### config.mk
export PLATFORM = sky130hd
export DESIGN_NAME = id_ex_stage
export DESIGN_NICKNAME = d
export VERILOG_FILES = /design/src/rtl/alu_pkg.sv /design/src/rtl/alu_control.sv /design/src/rtl/id_ex_stage.sv
export SDC_FILE = /design/constraint.sdc
export NUM_CORES = 1
export LEC_CHECK = 0
export CORE_UTILIZATION = 46
export DETAILED_ROUTE_END_ITERATION = 6
export PLACE_DENSITY = 0.87
export SYNTH_ARGS = -nofsm -noshare
export SYNTH_HDL_FRONTEND = slang
export SYNTH_SLANG_ARGS = --single-unit
export TNS_END_PERCENT = 1
### constraint.sdc
create_clock -name clk -period 9 [get_ports clk]
set_input_delay 2.25 -clock clk [delete_from_list [all_inputs] [get_ports clk]]
set_output_delay 2.25 -clock clk [all_outputs]
set_load 0.02 [all_outputs]
### src/rtl/alu_pkg.sv
// Shared ALU definitions: selection codes, aluop/funct encodings, the
// forwarding-source enum and the ID/EX stage register layout.
package alu_pkg;

  localparam logic [3:0] ALU_AND = 4'b0000;
  localparam logic [3:0] ALU_OR  = 4'b0001;
  localparam logic [3:0] ALU_ADD = 4'b0010;
  localparam logic [3:0] ALU_SUB = 4'b0110;
  localparam logic [3:0] ALU_SLT = 4'b0111;

  typedef enum logic [1:0] {
    ALUOP_ADD   = 2'b00,
    ALUOP_SUB   = 2'b01,
    ALUOP_RTYPE = 2'b10,
    ALUOP_OR    = 2'b11
  } aluop_e;

  localparam logic [5:0] FUNCT_ADD = 6'b100000;
  localparam logic [5:0] FUNCT_SUB = 6'b100010;
  localparam logic [5:0] FUNCT_AND = 6'b100100;
  localparam logic [5:0] FUNCT_OR  = 6'b100101;
  localparam logic [5:0] FUNCT_SLT = 6'b101010;

  typedef enum logic [1:0] {
    FWD_REG   = 2'b00,
    FWD_EXMEM = 2'b01,
    FWD_MEMWB = 2'b10
  } fwd_src_e;

  typedef struct packed {
    logic        valid;
    logic [1:0]  aluop;
    logic [5:0]  funct;
    logic [31:0] rs_val;
    logic [31:0] rt_val;
    logic [15:0] imm;
    logic        alusrc;
    logic [4:0]  rs_addr;
    logic [4:0]  rt_addr;
    logic [4:0]  dest;
    logic        regwrite;
  } id_ex_t;

  // Newer producer (EX/MEM) wins; register 0 is hard-wired and never forwarded.
  function automatic fwd_src_e fwd_source(
    input logic [4:0] addr,
    input logic       exmem_rw,
    input logic [4:0] exmem_dst,
    input logic       memwb_rw,
    input logic [4:0] memwb_dst
  );
    if (exmem_rw && (exmem_dst != 5'd0) && (exmem_dst == addr)) return FWD_EXMEM;
    if (memwb_rw && (memwb_dst != 5'd0) && (memwb_dst == addr)) return FWD_MEMWB;
    return FWD_REG;
  endfunction

endpackage

### src/rtl/alu_control.sv
// Combinational ALU control: maps aluop/funct to ALU selection lines and
// flags R-type funct codes the ALU does not implement.
module alu_control
  import alu_pkg::*;
(
  input  logic [1:0] aluop_i,
  input  logic [5:0] funct_i,
  output logic [3:0] alu_sel_o,
  output logic       illegal_o
);

  always_comb begin
    // NOTE: every output gets a default first so no path can infer a latch.
    alu_sel_o = ALU_ADD;
    illegal_o = 1'b0;
    case (aluop_i)
      ALUOP_ADD: alu_sel_o = ALU_ADD;
      ALUOP_SUB: alu_sel_o = ALU_SUB;
      ALUOP_OR:  alu_sel_o = ALU_OR;
      default: begin
        case (funct_i)
          FUNCT_ADD: alu_sel_o = ALU_ADD;
          FUNCT_SUB: alu_sel_o = ALU_SUB;
          FUNCT_AND: alu_sel_o = ALU_AND;
          FUNCT_OR:  alu_sel_o = ALU_OR;
          FUNCT_SLT: alu_sel_o = ALU_SLT;
          default:   illegal_o = 1'b1;
        endcase
      end
    endcase
  end

endmodule

### src/rtl/id_ex_stage.sv
// ID/EX pipeline register with stall/flush control, operand forwarding
// from EX/MEM and MEM/WB, and ALU control decode.
module id_ex_stage
  import alu_pkg::*;
(
  input  logic        clk,
  input  logic        rst,
  input  logic        in_valid,
  input  logic        stall,
  input  logic        flush,
  input  logic [1:0]  in_aluop,
  input  logic [5:0]  in_funct,
  input  logic [31:0] in_rs_val,
  input  logic [31:0] in_rt_val,
  input  logic [15:0] in_imm,
  input  logic        in_alusrc,
  input  logic [4:0]  in_rs_addr,
  input  logic [4:0]  in_rt_addr,
  input  logic [4:0]  in_dest,
  input  logic        in_regwrite,
  input  logic        exmem_regwrite,
  input  logic [4:0]  exmem_dest,
  input  logic [31:0] exmem_result,
  input  logic        memwb_regwrite,
  input  logic [4:0]  memwb_dest,
  input  logic [31:0] memwb_result,
  output logic [31:0] alu_in1,
  output logic [31:0] alu_in2,
  output logic [3:0]  alu_sel,
  output logic        out_valid,
  output logic [4:0]  out_dest,
  output logic        out_regwrite,
  output logic [31:0] out_store_data,
  output logic        out_illegal
);

  id_ex_t   stage_q, stage_d;
  fwd_src_e src_a, src_b;
  logic [31:0] op_a, op_b;
  logic        illegal_raw;

  // Flush beats stall: a bubble is all-zero, including valid and regwrite.
  always_comb begin
    stage_d = stage_q;
    if (flush) begin
      stage_d = '0;
    end else if (!stall) begin
      stage_d.valid    = in_valid;
      stage_d.aluop    = in_aluop;
      stage_d.funct    = in_funct;
      stage_d.rs_val   = in_rs_val;
      stage_d.rt_val   = in_rt_val;
      stage_d.imm      = in_imm;
      stage_d.alusrc   = in_alusrc;
      stage_d.rs_addr  = in_rs_addr;
      stage_d.rt_addr  = in_rt_addr;
      stage_d.dest     = in_dest;
      stage_d.regwrite = in_regwrite;
    end
  end

  always_ff @(posedge clk or posedge rst) begin
    // NOTE: non-blocking assignments keep every register sampling pre-edge values.
    if (rst) stage_q <= '0;
    else     stage_q <= stage_d;
  end

  assign src_a = fwd_source(stage_q.rs_addr, exmem_regwrite, exmem_dest,
                            memwb_regwrite, memwb_dest);
  assign src_b = fwd_source(stage_q.rt_addr, exmem_regwrite, exmem_dest,
                            memwb_regwrite, memwb_dest);

  always_comb begin
    case (src_a)
      FWD_EXMEM: op_a = exmem_result;
      FWD_MEMWB: op_a = memwb_result;
      default:   op_a = stage_q.rs_val;
    endcase
    case (src_b)
      FWD_EXMEM: op_b = exmem_result;
      FWD_MEMWB: op_b = memwb_result;
      default:   op_b = stage_q.rt_val;
    endcase
  end

  alu_control u_alu_control (
    .aluop_i   (stage_q.aluop),
    .funct_i   (stage_q.funct),
    .alu_sel_o (alu_sel),
    .illegal_o (illegal_raw)
  );

  assign alu_in1        = op_a;
  assign alu_in2        = stage_q.alusrc ? {{16{stage_q.imm[15]}}, stage_q.imm} : op_b;
  assign out_store_data = op_b;
  assign out_valid      = stage_q.valid;
  assign out_dest       = stage_q.dest;
  assign out_regwrite   = stage_q.regwrite & stage_q.valid;
  assign out_illegal    = illegal_raw & stage_q.valid;

endmodule

==> run summary <==
Max VDD drop = 86.1 µV
CTS tree = yes
Flop pwr share = 39.5%
Worst-Margin Slew = 1.25 ns
Power Dens Cells = 137 nW/µm²
Crit path max-delay family = buffers and inverters
Core area = 13900 µm²
Worst Setup End Kind = primary output
Leading area contributor after synthesis = dfrtp_1
Filler instances = 1105
Vias in the first global route = 6169
Synth Warn # = 0
GRT Total Usage = 29.8%
Skew-Pair Late Insertion Delay = 0.34 ns
Logic pwr share = 28.3%
Post-Place Worst Slack = 0.716 ns
# hold bufs at CTS = 0
Gr busiest metal = met2
Most frequent cell after synthesis = nor2_1
Post-synth ARST share = 100%
Seq/Total Area, Yosys = 40.2%
Initial antenna violation count = 2
Synth top area cells = dfrtp_1 40%, mux2i_1 23%, nor2_1 8.9%
Synth unique cells = 37
Post-synth top cells = 157 x nor2_1, 154 x mux2i_1, 106 x dfrtp_1, 34 x nand2_1, 31 x clkbuf_1
Slowest Stage Delay on Critical Path = 1.04 ns
WL final = 22.0 mm
Hold Startpoint = stage_q[81]
Worst Path Buf+Inv = 2
CP max FO = 20
Initial Util = 47.3%
Number of synthesized flops with an enable pin = 0
Hold Slack = 0.524 ns
Die height = 122 µm
Setup TNS = 0 ns
Root Driver = clkbuf_16
Pre-antenna DRT Iters = 5
Avg Inst Size Synth = 9.30 µm²
GR met3 Demand/Resource = 5.71%
# rows = 43
Die area = 14800 µm²
Total gr overflow = 0
Fin. Hold Viols = 0
Nets@finish = 1138
Met2 usage = 50.3%
Fin cells = 1138
CTS clk-pin slew, worst paths = 0.06 ns
Gate Count Post-Synth = 709
Class of the worst hold path = reg -> reg
IO buf count = 292
Post-Route Skew = 0 ns
Final WS setup = 0.696 ns
Final min period = 8.30 ns
RSZ-0062 raised after global routing = no
Post-CTS sizing = 0
Sw power = 0.000379 W
CP required = 6.75 ns
CTS Buf Count = 9
Max_cap viols = 0
Max clock buf depth = 2
Synth top area share = 40.2%
Most used cell, CP = clkdlybuf4s50_1
Sw frac = 28.4%
Placer congestion estimate = 0.847
Largest net degree at the start of global routing = 107
Clk sinks = 106
# IOs = 294
Clock network power share = 32.2%
Post-CTS Setup Inserts = 0
First-pass GRT wire length = 33.2 mm
RR Startpoint = stage_q[16]
Crit-path cells = clkdlybuf4s50_1 -> or4_1 -> o21a_1 -> and3_1 -> mux2i_1 -> a221oi_1 -> clkdlybuf4s50_1
Via count = 6255
GRT met1 Usage = 37.6%
Ratio of cells with drive above 1 in the final layout = 4.08%
CP max-delay cell = and3_1
Layout area overhead = 48.0%
Crit start category = input pin
DP Cell Count = 1121
Netlist Area Pre-Place = 6600 µm²
Final setup viols = 0
Slew Viols, Final = 0
Final HPWL DP = 15.7 mm
Pleak = 4.23 nW
Highest clock rate = 120 MHz
H-tree depth = 3
Synth Flop Type = dfrtp_1
Status = completed
Kind of critical path = in -> out
Crit path from = memwb_dest[2]
Slew Limit Headroom = 16.6%
Remaining DRCs = 0
WP data arrival = 6.05 ns
Int Power = 0.000956 W
Post-layout util = 70.1%
Synth Net Count = 895
Fin crit share = 92.3%
Post-route ant nets = 0
Die Wd = 122 µm
Vias per inst = 5.50
Wirelength per Cell = 19.3 µm
Synthesized flop and latch total = 106
Drt initial violations = 456
[power by group through the flow]
stage	Sequential, W	Combinational [W]	Clock [W]
5_1_grt	0.000531	0.000404	0.000456
2_1_floorplan	0.000525	0.000190	0
3_5_place_dp	0.000536	0.000377	0
4_1_cts	0.000527	0.000379	0.000437
3_3_place_gp	0.000535	0.000373	0
6_report	0.000528	0.000378	0.000429
[area by class of cell]
cell class                      count  area (µm²)  share of cell area [%]
Clock buffer                       11         243                    2.49
Inverter                           17        66.3                   0.679
Tap cell                          180         225                    2.31
Multi-Input combinational cell    522        3530                    36.2
Antenna cell                        1        2.50                  0.0256
Sequential cell                   106        2650                    27.2
Timing Repair Buffer              296        2950                    30.2
Clock inverter                      5        87.6                   0.897
[tightest hold or removal path, stage by stage, from the launching register on]
cell and delay (ns):
dfrtp_1 0.34, mux2i_1 0.07, nor2_1 0.08
[stage by stage]
step                area (µm²)  power [W]
floorplan                 6600   0.000715
global placement          9430   0.000908
detailed placement        9430   0.000913
CTS                       9760    0.00134
global route              9760    0.00139
finish                    9760    0.00133
[cells in the final DEF, fill, tap and decap left out, types with 2 or more instances in the layout]
master,Yosys,routed
nor2b_1,2,2
nand3_2,1,2
xor2_1,16,16
nor3_1,18,18
a21oi_1,16,16
or4_1,2,2
nand2_1,34,34
dfrtp_1,106,105
o21a_1,2,2
clkdlybuf4s50_1,0,290
nor2_1,157,157
a221oi_2,10,10
bufinv_16,0,2
and3_1,19,19
inv_1,17,16
o21ai_0,3,3
nor3b_1,2,2
o31ai_1,17,17
mux2i_1,154,154
buf_4,8,5
xnor2_1,4,4
a221oi_1,22,22
o21ai_1,30,30
clkbuf_16,0,9
[cell families (layout without fill, tap and decap cells)]
| family | count (synthesis) | after routing | synth area share (%) |
|---|---|---|---|
| other cells | 1 | 2 | 0.0569 |
| simple gates | 245 | 245 | 16.1 |
| mux | 154 | 154 | 23.4 |
| xor+xnor | 20 | 20 | 2.66 |
| buf+inv | 81 | 329 | 6.32 |
| compound gates | 102 | 102 | 11.3 |
| flops | 106 | 106 | 40.2 |
[final timing paths]
| kind | to | slack [ns] | depth (start not counted) |
|---|---|---|---|
| worst max register to register | stage_q[16] | 7.53 | 2 |
| max in group asynchronous | stage_q[16] | 5.40 | 3 |
| worst max-delay path | alu_in2[4] | 0.70 | 7 |
| worst min-delay path | stage_q[81] | 0.52 | 2 |
| min in group asynchronous | stage_q[36] | 2.26 | 2 |
| worst min register to register | stage_q[81] | 0.52 | 2 |
[sequential cells by signal, summed over array words and instances, names as in the netlist]
register and count:
stage_q 100, out_dest 5, out_valid 1
[layer usage]
metal,vias up,share of wire [%]
met3,35,7.1
met1,3002,41
met2,260,49
li1,2956,-
met4,2,2.7
met5,-,0.041
Power figures use the tool's default switching activity.
